`config.mk`:
```
export PLATFORM = sky130hd
export DESIGN_NAME = dcache_controller
export DESIGN_NICKNAME = d
export VERILOG_FILES = /design/src/rtl/dcache_controller.sv
export SDC_FILE = /design/constraint.sdc
export NUM_CORES = 1
export LEC_CHECK = 0
export ABC_AREA = 1
export BUFFER_PORTS_ARGS = -buffer_cell sky130_fd_sc_hd__buf_2
export CAP_MARGIN = 20
export CORE_ASPECT_RATIO = 1.1
export CORE_MARGIN = 4
export CORE_UTILIZATION = 58
export DETAILED_ROUTE_END_ITERATION = 12
export PLACE_DENSITY_LB_ADDON = 0.15
export SLEW_MARGIN = 10
export SYNTH_ARGS = -nofsm -noshare
export SYNTH_HDL_FRONTEND = slang
export SYNTH_SLANG_ARGS = --single-unit
export TNS_END_PERCENT = 5
```
`constraint.sdc`:
```
create_clock -name clock -period 4.5 [get_ports clock]
set_clock_uncertainty 0.15 [all_clocks]
set_input_delay 0.225 -clock clock [delete_from_list [all_inputs] [get_ports clock]]
set_output_delay 0.225 -clock clock [all_outputs]
set_load 0.1 [all_outputs]
```
`src/rtl/dcache_controller.sv`:
```
// Direct-mapped, write-through, no-write-allocate data cache sequencer.
// Sits between the CPU load/store port and external memory, driving a
// 256-byte cache data memory. It holds the tags and valid bits, fills whole
// 16-byte lines (4 words) on a read miss, and writes every store through to memory.
//
// Ports:
//   clock, reset                  sole clock; synchronous active-high reset
//   in_Cpu*                       CPU request, held stable until out_CpuDone
//   out_CpuReadValue/out_CpuDone  load data and one-cycle completion pulse
//   out_CacheMemory*              cache data memory access (combinational)
//   in_CacheMemoryReadValue       cache read data, one cycle after the read
//   out_Mem*/in_Mem*              external memory request/ack handshake
//
// Optional: define DCACHE_STATS_EN to add out_HitCount/out_MissCount
// saturating 16-bit counters.
module dcache_controller #(
   parameter int unsigned AddressWidth    = 32,
   parameter int unsigned WordWidth       = 32,
   parameter int unsigned CacheAddrWidth  = 8,
   parameter int unsigned LineOffsetWidth = 4,
   parameter int unsigned IndexWidth      = 4
) (
   input  logic                      clock,
   input  logic                      reset,
   input  logic                      in_CpuAccessEnable,
   input  logic                      in_CpuAccessRW,
   input  logic                      in_CpuAccessBW,
   input  logic [AddressWidth-1:0]   in_CpuAddress,
   input  logic [WordWidth-1:0]      in_CpuWriteValue,
   output logic [WordWidth-1:0]      out_CpuReadValue,
   output logic                      out_CpuDone,
   output logic                      out_CacheMemoryAccessEnable,
   output logic                      out_CacheMemoryAccessRW,
   output logic                      out_CacheMemoryAccessBW,
   output logic [CacheAddrWidth-1:0] out_CacheMemoryAccessAddress,
   output logic [WordWidth-1:0]      out_CacheMemoryWriteValue,
   input  logic [WordWidth-1:0]      in_CacheMemoryReadValue,
   output logic                      out_MemRequest,
   output logic                      out_MemRW,
   output logic                      out_MemBW,
   output logic [AddressWidth-1:0]   out_MemAddress,
   output logic [WordWidth-1:0]      out_MemWriteValue,
   input  logic                      in_MemAck,
   input  logic [WordWidth-1:0]      in_MemReadValue
`ifdef DCACHE_STATS_EN
   ,
   output logic [15:0]               out_HitCount,
   output logic [15:0]               out_MissCount
`endif
);

   localparam int unsigned TagWidth = AddressWidth - CacheAddrWidth;
   localparam int unsigned NumLines = 1 << IndexWidth;
   localparam int unsigned CntWidth = LineOffsetWidth - 2;

   typedef enum logic [2:0] {
      StIdle,
      StRdWait,
      StDone,
      StFill,
      StReread,
      StWrMem
   } state_e;

   state_e                state_q, state_d;
   logic [NumLines-1:0]   valid_q, valid_d;
   logic [CntWidth-1:0]   cnt_q, cnt_d;
   logic [WordWidth-1:0]  rd_value_q, rd_value_d;
   logic [TagWidth-1:0]   tag_q [NumLines];
   logic                  tag_we;

   logic [IndexWidth-1:0] idx;
   logic [TagWidth-1:0]   addr_tag;
   logic                  hit;

   assign idx      = in_CpuAddress[CacheAddrWidth-1:LineOffsetWidth];
   assign addr_tag = in_CpuAddress[AddressWidth-1:CacheAddrWidth];
   assign hit      = valid_q[idx] && (tag_q[idx] == addr_tag);

   assign out_CpuReadValue = rd_value_q;

   always_comb begin
      state_d    = state_q;
      valid_d    = valid_q;
      cnt_d      = cnt_q;
      rd_value_d = rd_value_q;
      tag_we     = 1'b0;

      out_CpuDone                  = 1'b0;
      out_CacheMemoryAccessEnable  = 1'b0;
      out_CacheMemoryAccessRW      = 1'b0;
      out_CacheMemoryAccessBW      = 1'b0;
      out_CacheMemoryAccessAddress = '0;
      out_CacheMemoryWriteValue    = '0;
      out_MemRequest               = 1'b0;
      out_MemRW                    = 1'b0;
      out_MemBW                    = 1'b0;
      out_MemAddress               = '0;
      out_MemWriteValue            = '0;

      unique case (state_q)
         StIdle: begin
            if (in_CpuAccessEnable) begin
               if (in_CpuAccessRW) begin
                  if (hit) begin
                     out_CacheMemoryAccessEnable  = 1'b1;
                     out_CacheMemoryAccessRW      = 1'b1;
                     out_CacheMemoryAccessBW      = in_CpuAccessBW;
                     out_CacheMemoryAccessAddress = in_CpuAddress[CacheAddrWidth-1:0];
                     state_d                      = StRdWait;
                  end else begin
                     // Line is invalid until the fill finishes, so a reset
                     // mid-fill leaves no half-written line marked valid.
                     valid_d[idx] = 1'b0;
                     tag_we       = 1'b1;
                     cnt_d        = '0;
                     state_d      = StFill;
                  end
               end else begin
                  // Stores update the cache only on a hit (no write-allocate).
                  if (hit) begin
                     out_CacheMemoryAccessEnable  = 1'b1;
                     out_CacheMemoryAccessRW      = 1'b0;
                     out_CacheMemoryAccessBW      = in_CpuAccessBW;
                     out_CacheMemoryAccessAddress = in_CpuAddress[CacheAddrWidth-1:0];
                     out_CacheMemoryWriteValue    = in_CpuWriteValue;
                  end
                  state_d = StWrMem;
               end
            end
         end
         StRdWait: begin
            rd_value_d = in_CacheMemoryReadValue;
            state_d    = StDone;
         end
         StDone: begin
            out_CpuDone = 1'b1;
            state_d     = StIdle;
         end
         StFill: begin
            out_MemRequest = 1'b1;
            out_MemRW      = 1'b1;
            out_MemAddress = {tag_q[idx], idx, cnt_q, 2'b00};
            if (in_MemAck) begin
               out_CacheMemoryAccessEnable  = 1'b1;
               out_CacheMemoryAccessAddress = {idx, cnt_q, 2'b00};
               out_CacheMemoryWriteValue    = in_MemReadValue;
               cnt_d                        = cnt_q + 1'b1;
               if (cnt_q == '1) begin
                  valid_d[idx] = 1'b1;
                  state_d      = StReread;
               end
            end
         end
         StReread: begin
            out_CacheMemoryAccessEnable  = 1'b1;
            out_CacheMemoryAccessRW      = 1'b1;
            out_CacheMemoryAccessBW      = in_CpuAccessBW;
            out_CacheMemoryAccessAddress = in_CpuAddress[CacheAddrWidth-1:0];
            state_d                      = StRdWait;
         end
         StWrMem: begin
            out_MemRequest    = 1'b1;
            out_MemRW         = 1'b0;
            out_MemBW         = in_CpuAccessBW;
            out_MemAddress    = in_CpuAddress;
            out_MemWriteValue = in_CpuWriteValue;
            if (in_MemAck) begin
               state_d = StDone;
            end
         end
         default: state_d = StIdle;
      endcase
   end

   always_ff @(posedge clock) begin
      if (reset) begin
         state_q    <= StIdle;
         valid_q    <= '0;
         cnt_q      <= '0;
         rd_value_q <= '0;
      end else begin
         state_q    <= state_d;
         valid_q    <= valid_d;
         cnt_q      <= cnt_d;
         rd_value_q <= rd_value_d;
      end
   end

   // Tags need no reset: they are qualified by the valid bits.
   always_ff @(posedge clock) begin
      if (!reset && tag_we) begin
         tag_q[idx] <= addr_tag;
      end
   end

`ifdef DCACHE_STATS_EN
   logic [15:0] hit_cnt_q, hit_cnt_d;
   logic [15:0] miss_cnt_q, miss_cnt_d;
   logic        accept;

   assign accept = (state_q == StIdle) && in_CpuAccessEnable;

   always_comb begin
      hit_cnt_d  = hit_cnt_q;
      miss_cnt_d = miss_cnt_q;
      if (accept && hit && (hit_cnt_q != 16'hFFFF)) begin
         hit_cnt_d = hit_cnt_q + 16'd1;
      end
      if (accept && in_CpuAccessRW && !hit && (miss_cnt_q != 16'hFFFF)) begin
         miss_cnt_d = miss_cnt_q + 16'd1;
      end
   end

   always_ff @(posedge clock) begin
      if (reset) begin
         hit_cnt_q  <= '0;
         miss_cnt_q <= '0;
      end else begin
         hit_cnt_q  <= hit_cnt_d;
         miss_cnt_q <= miss_cnt_d;
      end
   end

   assign out_HitCount  = hit_cnt_q;
   assign out_MissCount = miss_cnt_q;
`endif

endmodule

```
==> results.toml <==
[detailed_routing]
drc_errors = 0
drtIter0Drc = 1913
vias = 16800
via_per_inst = 5.65
dr.pass1.iters = 5
routedWlPerCell_um = 20.7
routed_wirelength_um = 61800
ant_nets = 0

[flow_run]
drv_cap = 0

[clock_tree]
clockRootBuffer = "clkbuf_16"
cts_buffers = 43
path_clk_slew_ns = 0.06
htree_levels = 2
cts_num_sinks = 437
clkLatencyLatePin_ns = 0.56
cts_setup_buffers = 0
cts_tree = "built"
cts_buffer_depth = 3

[logic_synthesis]
synth_area_sq_mm = 0.0200
yosysTopAreaCell = "edfxtp_1"
ys_seq_elements = 437
syn_area_per_cell_sq_um = 9.20
synth_top_area_frac = 0.575
synthCells = 2177
yosysMostFrequentCell = "nand2_1"
synth-seq-area-share = 0.628
synth_edf_count = 384
synth_ff_type = "edfxtp_1"
synth_area_leaders = "edfxtp_1 (58%), nand2_1 (19%), dfxtp_1 (5.3%)"
ys_types = 32
netlist_top_cells_count = "nand2_1 (1,026), edfxtp_1 (384), nor2_1 (170)"
yosysWarnings = 0
synthArstFlopShare = 0
synth_nets = 2312

[floorplan]
start_util = 0.587
die_area_sq_mm = 0.0376
core_area_sq_mm = 0.0341
dieWidth_um = 185
io_pins = 277
rows = 71
die_y_um = 203

[timing]
worst_pin_slew_ns = 1.13
rsz0062_at_grt = "false"
slew_headroom = 0.247
report.final.slew_viol_count = 0
post-route-min-period_ns = 4.19
whs_ns = 0.0571
finalHoldViolations = 0
fmax_ghz = 0.239
setup_viol = 0
timing.final.crit_share = 0.931
setup_tns_ns = 0

[setup_path]
critPathKind = "in -> out"
worstSetupStartpointType = "input pin"
crit_arrival_ns = 3.81
max_stage_delay_ns = 0.35
crit_fanout = 32
ff2ff_path_depth = 20
reg2reg_to = "tag_q[1][16]"
worstPathCellList = "buf_4 -> inv_4 -> buf_4 -> nand2_1 -> nand2_1 -> nand2_1 -> nand3_1 -> nand2_1 -> nand2_1 -> o21ai_1 -> nand2_1 -> nor2_1 -> nand2_1 -> nor2_1 -> nand2_1 -> nor2_1 -> nand2_2 -> buf_4 -> o31ai_2 -> buf_4 -> buf_12"
rr_startpoint = "tag_q[11][11]"
crit_path_top_delay_cell = "buf_4"
crit_path_frequent_cell = "nand2_1"
r2r_slack_ns = 1.16
endpoint_kind = "output port"
cp_data_required_time_ns = 4.12

[power_and_ir_drop]
power_leakage_nw = 10.8
vdd_drop_max_mv = 0.404
powerDensity_mw_per_mm2 = 459

[global_routing]
antenna_found_initial = 0
gr-usage-all-layers = 0.323
grt_overflow = 0
grt_max_degree = 99
grt_pass1_wl_um = 93600
grt_pass1_vias = 16400

[placed_design]
port_buffers = 276
routabilityCongestion = 0.941
dp_hpwl_um = 37900

[worst_hold_path]
hold_depth = 4
holdCritPathClass = "in -> reg"
min-delay-start = "in_MemAck"
min_to = "state_q[1]"

[final_layout]
drive_gt1_frac = 0.187
area_growth_pct = 24.5
diodes = 0
fin_nets = 2647

[run_status]
status = "finished clean"
-- worst max-delay path: cells and delay by family --
kind	cells	cell delay (ns)
buffers and inverters	6	1.59
AND/OR/NAND/NOR	13	1.24
AO/OA/AOI/OAI	2	0.70
-- sequential cells by signal (all words and copies together), names as in the netlist, named ones only --
register,count
out_CpuReadValue,32
cnt_q,2
state_q,3
tag_q,384
-- metal layers --
metal	wire length, um	track usage
met1	23700	0.441
met5	0	0
met3	6180	0.0702
met4	2220	0.114
met2	29700	0.514
-- cell type report --
cell class / instances / area, sq um
clock buffer: 55 / 1150
tap: 438 / 548
timing repair buffer: 399 / 3400
clock inverter: 19 / 225
fill: 2431 / 9160
inverter: 133 / 503
multi-input combinational: 1498 / 6530
sequential: 437 / 12600
-- power by group --
group          leakage, nW  switching [W]  total [W]  internal [W]
Combinational         6.26        0.00261    0.00333      0.000721
Sequential            3.88      0.0000563    0.00457       0.00451
Clock                0.683        0.00147    0.00356       0.00209
-- worst max path at each step --
stage                      from  slack (ns)  cells after the start                       endpoint
2_1_floorplan  in_CpuAddress[4]        0.10                     18  out_CacheMemoryWriteValue[10]
3_3_place_gp   in_CpuAddress[4]        0.16                     21  out_CacheMemoryWriteValue[10]
3_5_place_dp   in_CpuAddress[4]        0.16                     21  out_CacheMemoryWriteValue[10]
4_1_cts        in_CpuAddress[4]        0.14                     21  out_CacheMemoryWriteValue[10]
5_1_grt        in_CpuAddress[4]        0.04                     20  out_CacheMemoryWriteValue[15]
6_report       in_CpuAddress[4]        0.31                     21  out_CacheMemoryWriteValue[10]
-- what timing repair did --
action / in CTS / in global routing
hold buffers: 58 / 0
resized for setup: 0 / 2
endpoints found under the setup margin: 0 / 11
endpoints found under the hold margin: 418 / 0
-- kinds of logic after synthesis --
kind of cell	count (synthesis)	share of synthesized area
simple gates	1366	0.272
flops	437	0.628
buf+inv	242	0.0525
compound gates	131	0.0461
fa+ha+maj	1	0.000624
-- through the flow --
stage	setup WS [ns]	util	power, W	instances	cell area [sq um]
final	0.311	0.731	0.0115	2979	24900
after global routing	0.0421	0.731	0.0118	2979	24900
after CTS	0.143	0.731	0.0114	2978	24900
after detailed placement	0.161	0.673	0.00788	2846	23000
after global placement	0.163	0.673	0.00784	2845	23000
after floorplan	0.102	-	0.00699	2177	20000
-- placed cells by master (no fill, tap or decap), types with 2 or more instances in the layout --
cell type	count
nand2_1	1024
edfxtp_1	384
buf_2	219
nor2_1	165
nand3_1	114
inv_1	113
buf_12	64
dlygate4sd3_1	58
buf_4	57
dfxtp_1	53
a21oi_1	46
clkbuf_16	43
o31ai_2	31
nand4_1	26
o22ai_1	25
clkinv_1	16
o21ai_1	13
o21ai_0	12
nor3_4	11
nor3_2	8
inv_2	7
clkinv_2	7
clkbuf_1	7
nor2_2	5
bufinv_16	5
nand2_2	4
nor3_1	4
clkbuf_8	3
clkbuf_2	2
clkinv_4	2
No activity file was read; power rests on OpenSTA's default activity.
